File: src/rtl/reg_ctx_pkg.sv
// Shared types and constants for the register-context save/restore engine.
package reg_ctx_pkg;

    localparam int unsigned REG_IDX_W  = 4;
    localparam int unsigned WORD_BYTES = 2;

    typedef enum logic [2:0] {
        IDLE    = 3'd0,
        SAVE_A  = 3'd1,
        SAVE_B  = 3'd2,
        RESTORE = 3'd3,
        FINISH  = 3'd4
    } ctx_state_t;

endpackage

File: src/rtl/reg_ctx_engine_if.sv
// Control, register-file and memory signals of the context engine.
// master: the engine side; slave: the register file / memory / requester side.
interface reg_ctx_engine_if #(
    parameter int unsigned DATA_W = 16,
    parameter int unsigned ADDR_W = 16
) ();
    import reg_ctx_pkg::*;

    logic                 save;
    logic                 restore;
    logic [ADDR_W-1:0]    base_addr;
    logic                 busy;
    logic                 done;
    logic                 ctx_err;

    logic [REG_IDX_W-1:0] rf_src1;
    logic [REG_IDX_W-1:0] rf_src2;
    logic [DATA_W-1:0]    rf_data1;
    logic [DATA_W-1:0]    rf_data2;
    logic [REG_IDX_W-1:0] rf_dst;
    logic                 rf_we;
    logic [DATA_W-1:0]    rf_wdata;

    logic                 mem_en;
    logic                 mem_wr;
    logic [ADDR_W-1:0]    mem_addr;
    logic [DATA_W-1:0]    mem_wdata;
    logic [DATA_W-1:0]    mem_rdata;

    modport master (
        input  save, restore, base_addr, rf_data1, rf_data2, mem_rdata,
        output busy, done, ctx_err, rf_src1, rf_src2, rf_dst, rf_we, rf_wdata,
               mem_en, mem_wr, mem_addr, mem_wdata
    );

    modport slave (
        output save, restore, base_addr, rf_data1, rf_data2, mem_rdata,
        input  busy, done, ctx_err, rf_src1, rf_src2, rf_dst, rf_we, rf_wdata,
               mem_en, mem_wr, mem_addr, mem_wdata
    );

endinterface

File: src/rtl/ctx_addr_gen.sv
// Burst address generator: captures the word-aligned base, counts words and
// flags the final index of the current burst type.
module ctx_addr_gen
    import reg_ctx_pkg::*;
#(
    parameter int unsigned NUM_REGS    = 16,
    parameter int unsigned ADDR_W      = 16,
    parameter int unsigned EXTRA_WORDS = 0,
    parameter int unsigned CNT_W       = 5
) (
    input  logic              clk,
    input  logic              rst,
    input  logic              start,
    input  logic              advance,
    input  logic              restoreMode,
    input  logic [ADDR_W-1:0] baseIn,
    output logic [CNT_W-1:0]  idx,
    output logic [ADDR_W-1:0] addr,
    output logic              lastIdx
);

    logic [ADDR_W-1:0] base;

    // Base capture (bit0 dropped) and per-cycle word index.
    always_ff @(posedge clk or posedge rst) begin
        if (rst) begin
            base <= '0;
            idx  <= '0;
        end else if (start) begin
            base <= baseIn & ~ADDR_W'(1);
            idx  <= '0;
        end else if (advance) begin
            idx  <= idx + CNT_W'(1);
        end
    end

    // Address wraps modulo 2^ADDR_W by construction.
    assign addr = base + ADDR_W'(idx) * ADDR_W'(WORD_BYTES);

    // Restore runs one extra pipeline cycle beyond the last read.
    assign lastIdx = restoreMode ? (idx == CNT_W'(NUM_REGS + EXTRA_WORDS))
                                 : (idx == CNT_W'(NUM_REGS - 1 + EXTRA_WORDS));

endmodule

File: src/rtl/reg_ctx_engine.sv
// Register-context save/restore engine: bursts the 16x16 register file to or
// from data memory while owning the register-file ports.
// Optional build macro CTX_CHECKSUM_EN appends an XOR checksum word.
module reg_ctx_engine
    import reg_ctx_pkg::*;
#(
    parameter int unsigned NUM_REGS = 16,
    parameter int unsigned DATA_W   = 16,
    parameter int unsigned ADDR_W   = 16
) (
    input  logic              clk,
    input  logic              rst,
    reg_ctx_engine_if.master  bus
);

`ifdef CTX_CHECKSUM_EN
    localparam int unsigned EXTRA_WORDS = 1;
`else
    localparam int unsigned EXTRA_WORDS = 0;
`endif
    localparam int unsigned CNT_W = $clog2(NUM_REGS + 2);

    ctx_state_t        state;
    ctx_state_t        nextState;
    logic [CNT_W-1:0]  idx;
    logic [ADDR_W-1:0] wordAddr;
    logic              lastIdx;
    logic              startSave;
    logic              startRestore;
    logic              startAny;
    logic              advance;
    logic              memRead;
    logic              rfWrite;
    logic [DATA_W-1:0] hold;

    assign startSave    = (state == IDLE) && bus.save;
    assign startRestore = (state == IDLE) && !bus.save && bus.restore;
    assign startAny     = startSave || startRestore;
    assign advance      = (state == SAVE_A) || (state == SAVE_B) || (state == RESTORE);

    // Restore pipeline: read word k while writing register k-1 from last cycle's read.
    assign memRead = (state == RESTORE) && (idx <= CNT_W'(NUM_REGS - 1 + EXTRA_WORDS));
    assign rfWrite = (state == RESTORE) && (idx != '0) && (idx <= CNT_W'(NUM_REGS));

    ctx_addr_gen #(
        .NUM_REGS    (NUM_REGS),
        .ADDR_W      (ADDR_W),
        .EXTRA_WORDS (EXTRA_WORDS),
        .CNT_W       (CNT_W)
    ) u_addr_gen (
        .clk         (clk),
        .rst         (rst),
        .start       (startAny),
        .advance     (advance),
        .restoreMode (state == RESTORE),
        .baseIn      (bus.base_addr),
        .idx         (idx),
        .addr        (wordAddr),
        .lastIdx     (lastIdx)
    );

    // State register.
    always_ff @(posedge clk or posedge rst) begin
        if (rst) begin
            state <= IDLE;
        end else begin
            state <= nextState;
        end
    end

    // Odd register of each pair is parked while the even one is written.
    always_ff @(posedge clk or posedge rst) begin
        if (rst) begin
            hold <= '0;
        end else if (state == SAVE_A) begin
            hold <= bus.rf_data2;
        end
    end

`ifdef CTX_CHECKSUM_EN
    logic [DATA_W-1:0] csum;
    logic              ctxErr;

    // Running XOR of transferred words; error latched on the final compare.
    always_ff @(posedge clk or posedge rst) begin
        if (rst) begin
            csum   <= '0;
            ctxErr <= 1'b0;
        end else if (startAny) begin
            csum   <= '0;
            ctxErr <= 1'b0;
        end else if (state == SAVE_A && !lastIdx) begin
            csum <= csum ^ bus.rf_data1 ^ bus.rf_data2;
        end else if (rfWrite) begin
            csum <= csum ^ bus.mem_rdata;
        end else if (state == RESTORE && lastIdx) begin
            ctxErr <= (bus.mem_rdata != csum);
        end
    end

    assign bus.ctx_err = ctxErr;
`else
    assign bus.ctx_err = 1'b0;
`endif

    // Next-state and port decode.
    always_comb begin
        nextState     = state;
        bus.busy      = 1'b0;
        bus.done      = 1'b0;
        bus.rf_src1   = '0;
        bus.rf_src2   = '0;
        bus.rf_dst    = '0;
        bus.rf_we     = 1'b0;
        bus.rf_wdata  = '0;
        bus.mem_en    = 1'b0;
        bus.mem_wr    = 1'b0;
        bus.mem_addr  = '0;
        bus.mem_wdata = '0;

        case (state)
            IDLE: begin
                if (startSave) begin
                    nextState = SAVE_A;
                end else if (startRestore) begin
                    nextState = RESTORE;
                end
            end
            SAVE_A: begin
                bus.busy     = 1'b1;
                bus.rf_src1  = REG_IDX_W'(idx);
                bus.rf_src2  = REG_IDX_W'(idx) | REG_IDX_W'(1);
                bus.mem_en   = 1'b1;
                bus.mem_wr   = 1'b1;
                bus.mem_addr = wordAddr;
`ifdef CTX_CHECKSUM_EN
                bus.mem_wdata = lastIdx ? csum : bus.rf_data1;
`else
                bus.mem_wdata = bus.rf_data1;
`endif
                nextState = lastIdx ? FINISH : SAVE_B;
            end
            SAVE_B: begin
                bus.busy      = 1'b1;
                bus.rf_src1   = REG_IDX_W'(idx) & ~REG_IDX_W'(1);
                bus.rf_src2   = REG_IDX_W'(idx);
                bus.mem_en    = 1'b1;
                bus.mem_wr    = 1'b1;
                bus.mem_addr  = wordAddr;
                bus.mem_wdata = hold;
                nextState     = lastIdx ? FINISH : SAVE_A;
            end
            RESTORE: begin
                bus.busy = 1'b1;
                if (memRead) begin
                    bus.mem_en   = 1'b1;
                    bus.mem_addr = wordAddr;
                end
                if (rfWrite) begin
                    bus.rf_we    = 1'b1;
                    bus.rf_dst   = REG_IDX_W'(idx - CNT_W'(1));
                    bus.rf_wdata = bus.mem_rdata;
                end
                if (lastIdx) begin
                    nextState = FINISH;
                end
            end
            FINISH: begin
                bus.done  = 1'b1;
                nextState = IDLE;
            end
            default: begin
                nextState = IDLE;
            end
        endcase
    end

endmodule

File: src/flat_wrapper.sv
// flat-port wrapper written by rule: the top's interface ports become plain ports
module reg_ctx_engine_flat import reg_ctx_pkg::*;
#(
    parameter int unsigned NUM_REGS = 16,
    parameter int unsigned DATA_W   = 16,
    parameter int unsigned ADDR_W   = 16
)
  (clk, rst, bus_save, bus_restore, bus_base_addr, bus_rf_data1, bus_rf_data2, bus_mem_rdata, bus_busy, bus_done, bus_ctx_err, bus_rf_src1, bus_rf_src2, bus_rf_dst, bus_rf_we, bus_rf_wdata, bus_mem_en, bus_mem_wr, bus_mem_addr, bus_mem_wdata);
  reg_ctx_engine_if #(.DATA_W(DATA_W), .ADDR_W(ADDR_W)) bus_i ();
  input  logic clk;
  input  logic rst;
  input wire logic [$bits(bus_i.save)-1:0] bus_save;
  input wire logic [$bits(bus_i.restore)-1:0] bus_restore;
  input wire logic [$bits(bus_i.base_addr)-1:0] bus_base_addr;
  input wire logic [$bits(bus_i.rf_data1)-1:0] bus_rf_data1;
  input wire logic [$bits(bus_i.rf_data2)-1:0] bus_rf_data2;
  input wire logic [$bits(bus_i.mem_rdata)-1:0] bus_mem_rdata;
  output wire logic [$bits(bus_i.busy)-1:0] bus_busy;
  output wire logic [$bits(bus_i.done)-1:0] bus_done;
  output wire logic [$bits(bus_i.ctx_err)-1:0] bus_ctx_err;
  output wire logic [$bits(bus_i.rf_src1)-1:0] bus_rf_src1;
  output wire logic [$bits(bus_i.rf_src2)-1:0] bus_rf_src2;
  output wire logic [$bits(bus_i.rf_dst)-1:0] bus_rf_dst;
  output wire logic [$bits(bus_i.rf_we)-1:0] bus_rf_we;
  output wire logic [$bits(bus_i.rf_wdata)-1:0] bus_rf_wdata;
  output wire logic [$bits(bus_i.mem_en)-1:0] bus_mem_en;
  output wire logic [$bits(bus_i.mem_wr)-1:0] bus_mem_wr;
  output wire logic [$bits(bus_i.mem_addr)-1:0] bus_mem_addr;
  output wire logic [$bits(bus_i.mem_wdata)-1:0] bus_mem_wdata;
  assign bus_i.save = bus_save;
  assign bus_i.restore = bus_restore;
  assign bus_i.base_addr = bus_base_addr;
  assign bus_i.rf_data1 = bus_rf_data1;
  assign bus_i.rf_data2 = bus_rf_data2;
  assign bus_i.mem_rdata = bus_mem_rdata;
  assign bus_busy = bus_i.busy;
  assign bus_done = bus_i.done;
  assign bus_ctx_err = bus_i.ctx_err;
  assign bus_rf_src1 = bus_i.rf_src1;
  assign bus_rf_src2 = bus_i.rf_src2;
  assign bus_rf_dst = bus_i.rf_dst;
  assign bus_rf_we = bus_i.rf_we;
  assign bus_rf_wdata = bus_i.rf_wdata;
  assign bus_mem_en = bus_i.mem_en;
  assign bus_mem_wr = bus_i.mem_wr;
  assign bus_mem_addr = bus_i.mem_addr;
  assign bus_mem_wdata = bus_i.mem_wdata;
  reg_ctx_engine #(.NUM_REGS(NUM_REGS), .DATA_W(DATA_W), .ADDR_W(ADDR_W)) u_core (.clk(clk), .rst(rst), .bus(bus_i));
endmodule
File: config.mk
export PLATFORM = sky130hd
export DESIGN_NAME = reg_ctx_engine_flat
export DESIGN_NICKNAME = d
export VERILOG_FILES = /design/src/rtl/reg_ctx_pkg.sv /design/src/rtl/reg_ctx_engine_if.sv /design/src/rtl/ctx_addr_gen.sv /design/src/rtl/reg_ctx_engine.sv /design/src/flat_wrapper.sv
export SDC_FILE = /design/constraint.sdc
export NUM_CORES = 1
export LEC_CHECK = 0
export BUFFER_PORTS_ARGS = -buffer_cell sky130_fd_sc_hd__buf_2
export CAP_MARGIN = 40
export CORE_UTILIZATION = 35
export DETAILED_ROUTE_END_ITERATION = 8
export HOLD_SLACK_MARGIN = 0.05
export SETUP_SLACK_MARGIN = 0.2
export SLEW_MARGIN = 40
export SYNTH_ARGS = -nofsm -noshare
export SYNTH_HDL_FRONTEND = slang
export SYNTH_HIERARCHICAL = 1
export SYNTH_SLANG_ARGS = --single-unit
File: constraint.sdc
create_clock -name clk -period 4.8 [get_ports clk]
set_clock_uncertainty 0.05 [all_clocks]
set_input_delay 0.72 -clock clk [delete_from_list [all_inputs] [get_ports clk]]
set_output_delay 0.72 -clock clk [all_outputs]
set_load 0.05 [all_outputs]
-- Word level (Yosys, flattened, before mapping)
Index checks and enable logic that the tools add are counted.
- bits in registers: 39
- bits of input ports: 68
- output and inout port bits: 66
- word-level logic and storage cells: 58
- $add $sub $neg: 3
- $lt $le $gt $ge: 2
- equal/unequal tests: 8
- mux-type cells: 25
- reductions and logical operators: 16
- operators with widths (kind ; number):
    $pmux W16 S2 ; 2
    $mux W16 ; 3
    $add A16 B6 Y16 ; 1
    $pmux W4 S2 ; 2
    $mux W3 ; 5
    $pmux W3 S4 ; 1
    $mux W5 ; 2
    $mux W4 ; 2
    $mux W1 ; 7
    $eq A3 B2 Y1 const B ; 2
    $logic_and A1 B1 Y1 ; 6
    $add A5 B1 Y5 const B ; 1
    $eq A5 B4 Y1 const B ; 1
    $eq A5 B5 Y1 const B ; 1
    $le A5 B4 Y1 const B ; 1
    $le A5 B5 Y1 const B ; 1
    $reduce_bool A5 Y1 ; 1
    $sub A4 B1 Y4 const B ; 1
    $eq A3 B1 Y1 const B ; 1
    $eq A3 B3 Y1 const B ; 1
    $logic_not A3 Y1 ; 1
    $logic_or A1 B1 Y1 ; 3
    $ne A3 B1 Y1 const B ; 1
    $reduce_or A3 Y1 ; 1
    other kinds (6) ; 6

-- Depth between registers and ports, before layout
- depth after elaboration: 6
- gate-level depth with buffers: 8
- mapped depth without buffers: 7

-- By module
Netlist, hierarchy kept.
- by module, submodules not included (module ; instances ; cells each ; area each (sq um) ; sequential area each (sq um)):
    reg_ctx_engine ; 1 ; 144 ; 1472.7 ; 475.5
    ctx_addr_gen ; 1 ; 105 ; 1183.6 ; 500.5

-- Worst setup path after synthesis
OpenSTA, ideal clock, no wires.
- path kind: register to output
- start: register u_core.u_addr_gen.idx[0]
- end: output bus_mem_addr[15]
- arrival time: 2947 ps
- required time: 4030 ps
- setup slack: 1083 ps
- stages on the path, launching flop included: 8
- buffers on the path: 0
- cells stage by stage: dfrtp_1 ha_1 fa_1 a21oi_1 a2bb2oi_2 nor3b_2 xor2_1 a21boi_0
- RTL lines (item ; RTL line ; text):
    from (decl) ; ctx_addr_gen.sv:17 ; output logic [CNT_W-1:0] idx,
    from (signal assigned) ; ctx_addr_gen.sv:33 ; idx <= idx + CNT_W'(1);
    $add A16 B6 Y16 * ; ctx_addr_gen.sv:38 ; assign addr = base + ADDR_W'(idx) * ADDR_W'(WORD_BYTES);
    named net u_core.wordAddr[15] ; reg_ctx_engine.sv:26 ; logic [ADDR_W-1:0] wordAddr;
    $mux W16 ; reg_ctx_engine.sv:155 ; if (memRead) begin
    $pmux W16 S2 * ; reg_ctx_engine.sv:121 ; case (state)
    to (decl) ; flat_wrapper.sv:28 ; output wire logic [$bits(bus_i.mem_addr)-1:0] bus_mem_addr;
The timed path passes the listed nets; every way through them passes the cells marked *.

-- Worst setup path after layout
- start: register u_core.u_addr_gen.idx[0]
- end: output bus_mem_addr[11]
The elaborated chain is that of the path after synthesis.

==> results.env <==
TOTAL_GLOBAL_ROUTING_OVERFLOW=0
SYNTH_SEQUENTIAL_AREA_RATIO_PCT=36.7
AREA_DELTA_SYNTH_FINAL_PCT=29.2
USE_MET3_PCT=2.86
TIMING.SLEW.HEADROOM_PCT=52.6
INSERTEDDIODECOUNT=0
DRT_DRC_VIOLATIONS_LEFT=0
YS_DOMINANT_REG_CELL='dfrtp_1'
PLACED_WIRE_LENGTH_ESTIMATE_AFTER_DETAILED_PLACEMENT_MM=4.72
FINAL-HOLD-VIOLATION-COUNT=0
POST_CTS_HOLD_BUFFER_COUNT=0
TIMING.FINAL.SETUP_VIOLATIONS=0
NNETSFINAL=446
WORSTPATHMAXFANOUT=13
DR.FIRST_ITER.DRC_COUNT=65
CRIT_PATH_DAT_PS=2860
DRV.MAX_CAP_VIOLATION_COUNT=0
CRIT_PATH_CELL_TRACE='ha_1 > fa_1 > a21oi_1 > a2bb2oi_2 > nand2b_1 > xnor2_1 > a21boi_2 > buf_2'
RSZ_0062_RAISED_AFTER_GLOBAL_ROUTING='no'
DRT-TOTAL-WL_MM=6.22
SYNTH_ENABLE_FLOP_CELLS=0
GRT_USAGE_PCT=16.1
CTS.HTREE.LEVELS=2
CTS_NUM_SINKS=39
CTSLONGESTPATHBUFFERS=2
TNS_PS=0
R2R_SETUP_SLACK_PS=2880
RUN_STATUS='completed'
POSTCTSRESIZEDCELLS=0
GRT_MET2_USE_PCT=29.6
STAGE_DELAY_OF_THE_SLOWEST_CELL_ON_THE_CRITICAL_PATH_PS=550
VIAS_PER_CELL=4.84
HOLD_CLASS='input pin to asynchronous set/reset pin'
ANTENNA_FOUND_INITIAL=0
DRT-PASS1-ITER-COUNT=4
ROWS=31
FP.DIEH_UM=89.1
SLEW_VIOL_FINAL=0
FMAX_GHz=0.275
WIRE_LENGTH_OF_THE_FIRST_GLOBAL_ROUTING_PASS_MM=9.90
GRT_MAX_DEGREE=35
LAYOUT_WORST_PATH_CYCLE_SHARE_PCT=75.7
WORSTSETUPPATHTYPE='flop to output pin'
IO_PINS=134
SYNTH-ASYNC-RESET-RATIO_PCT=100
BUFFER_PORTS.INSERTED=130
TIMING.CRITICAL_PATH.SLOWEST_STAGE_CELL='dfrtp_1'
YOSYS_WARNINGS=6
SYNTHCELLS=249
BUSIEST_LAYER='met2'
PLACE.GP.CONGESTION=0.723
CTS_TREE='yes'
POST-ROUTE-UTIL_PCT=47.0
CTS.REPORTEDPATHS.CLKPINSLEW_PS=80
CLKLATENCYLATEPIN_PS=290
ANTENNA_VIOLATING_NETS_POST_ROUTE=0
WORST-R2R-CELL-COUNT=5
DIE_WIDTH_UM=89.1
WORSTSETUPSTARTPOINTTYPE='flop'
YS_TYPES=45
USE_MET1_PCT=18.7
SYNTH_FP_NETS=326
FP.DIEAREA_UM2=7940
CRIT-REG2REG-LAUNCH='u_core/state[1]'
CORE-AREA_UM2=7290
REGTOREGENDPOINT='u_core/u_addr_gen/base[15]'
CRIT_PATH_END_KIND='output pin'
NUM_VIAS=2270
WP_DATA_REQUIRED_PS=4030
WIRE_PER_INST_UM=13.3
AREA_OF_THE_MAPPED_NETLIST_UM2=2660
SYNTHESIS.AREA_PER_INSTANCE_UM2=10.7
INITIAL_UTILIZATION_PCT=36.4
LAYOUT-DRIVE-GT1-SHARE_PCT=50.8
VIAS_IN_THE_FIRST_GLOBAL_ROUTE=2156
NUMCTSBUFFERS=5
LAYOUT_MIN_CYCLE_TIME_PS=3630
CTS-ROOT-BUF='clkbuf_8'
YS_FF_LATCH=39
POST_CTS.REPAIR.SETUP_BUFFERS=0
WORST_PIN_SLEW_PS=711
-- critical path: cells and delay by family (launching register included) --
family	cells	cell delay [ps]
and+or+nand+nor	1	170
buffers and inverters	1	280
DFF	1	550
AOI/OAI and AO/OA	3	750
adders and majority gates	2	720
xor gates and xnor gates	1	110
-- final cells by class --
cell class                      instances  area, µm²
Multi-Input combinational cell        181       1530
Clock inverter                          2       16.3
Clock buffer                            6       82.6
Inverter                                9       33.8
Tap cell                               99        124
Fill cell                             755       3860
Sequential cell                        39        976
Timing Repair Buffer                  133        673
-- Yosys cell counts, drive strengths merged (2+ instances only) --
master   count  area (µm²)
nor3         5        25.0
dfrtp       39         976
nand2b       4        25.0
xor2        10        87.6
o21ai        2        10.0
nand4        4        25.0
nand2        4        15.0
a21boi      16         154
and2         3        18.8
nand3        3        15.0
nor2        18        67.6
nand3b       2        27.5
clkbuf       3        11.3
inv          9        33.8
xnor2       11        96.3
a21o         2        15.0
o2111ai      2        17.5
conb         2        7.51
buf         17         119
nor3b       20         171
ha           8         100
a22o        16         140
mux2        31         349
nor2b        2        12.5
a21oi        4        20.0
-- layout by cell type, fill, tap and decap left out, types with 2 or more instances in the layout --
master	count
nor2b_1	2
conb_1	2
clkbuf_8	6
buf_2	130
a21boi_0	6
inv_1	7
xor2_1	10
nand4_1	4
nor3_1	5
ha_1	8
o2111ai_1	2
nand2b_1	3
nor3b_4	2
nand2_1	4
xnor2_1	11
a21oi_1	4
nor3b_1	17
a21boi_2	9
a22o_1	16
nand3_1	3
buf_4	3
dfrtp_1	39
and2_1	3
a21o_1	2
mux2_2	31
nor2_1	18
-- how the worst max path moves through the flow --
| stage | start | endpoint | slack (ps) | cells past startpoint |
|---|---|---|---|---|
| after floorplan | u_core/u_addr_gen/idx[0] | bus_mem_addr[15] | 1080 | 7 |
| after global placement | u_core/u_addr_gen/idx[0] | bus_mem_addr[11] | 1510 | 8 |
| after detailed placement | u_core/u_addr_gen/idx[0] | bus_mem_addr[11] | 1490 | 8 |
| after CTS | u_core/u_addr_gen/idx[0] | bus_mem_addr[11] | 1140 | 8 |
| after global routing | u_core/u_addr_gen/idx[0] | bus_mem_addr[11] | 930 | 8 |
| final | u_core/u_addr_gen/idx[0] | bus_mem_addr[11] | 1170 | 8 |
-- registers in the layout, indices dropped and copies added (netlist names) --
name / cells
u_core/u_addr_gen/base: 15
u_core/hold: 16
u_core/state: 3
u_core/u_addr_gen/idx: 5
-- cell families after synthesis --
kind of cell | share of synthesized area, %
muxes | 13.5
and+or+nand+nor | 16.3
buffers and inverters | 6.17
adders and majority gates | 4.52
DFF | 36.7
AOI/OAI and AO/OA | 15.5
xor gates and xnor gates | 6.92
other | 0.283
-- layer usage --
metal  up-vias  routed length (µm)  share of wire, %
met4         0                  74               1.2
met1      1067                2730                44
met3         5                 332               5.3
met5         -                   0                 0
met2        75                3090                50
li1       1123                   -                 -
-- through the flow --
stage	setup WS, ps	std cells	hold WS, ps	cell area [µm²]
after floorplan	1080	249	432	2660
after global placement	1510	461	444	3320
after global routing	930	469	407	3430
after detailed placement	1490	461	450	3330
final	1170	469	383	3430
after CTS	1140	469	470	3430
Power is left out: the tool's default activity adds up to more than one toggle a clock period on the data nets, which glitch-free logic cannot reach.
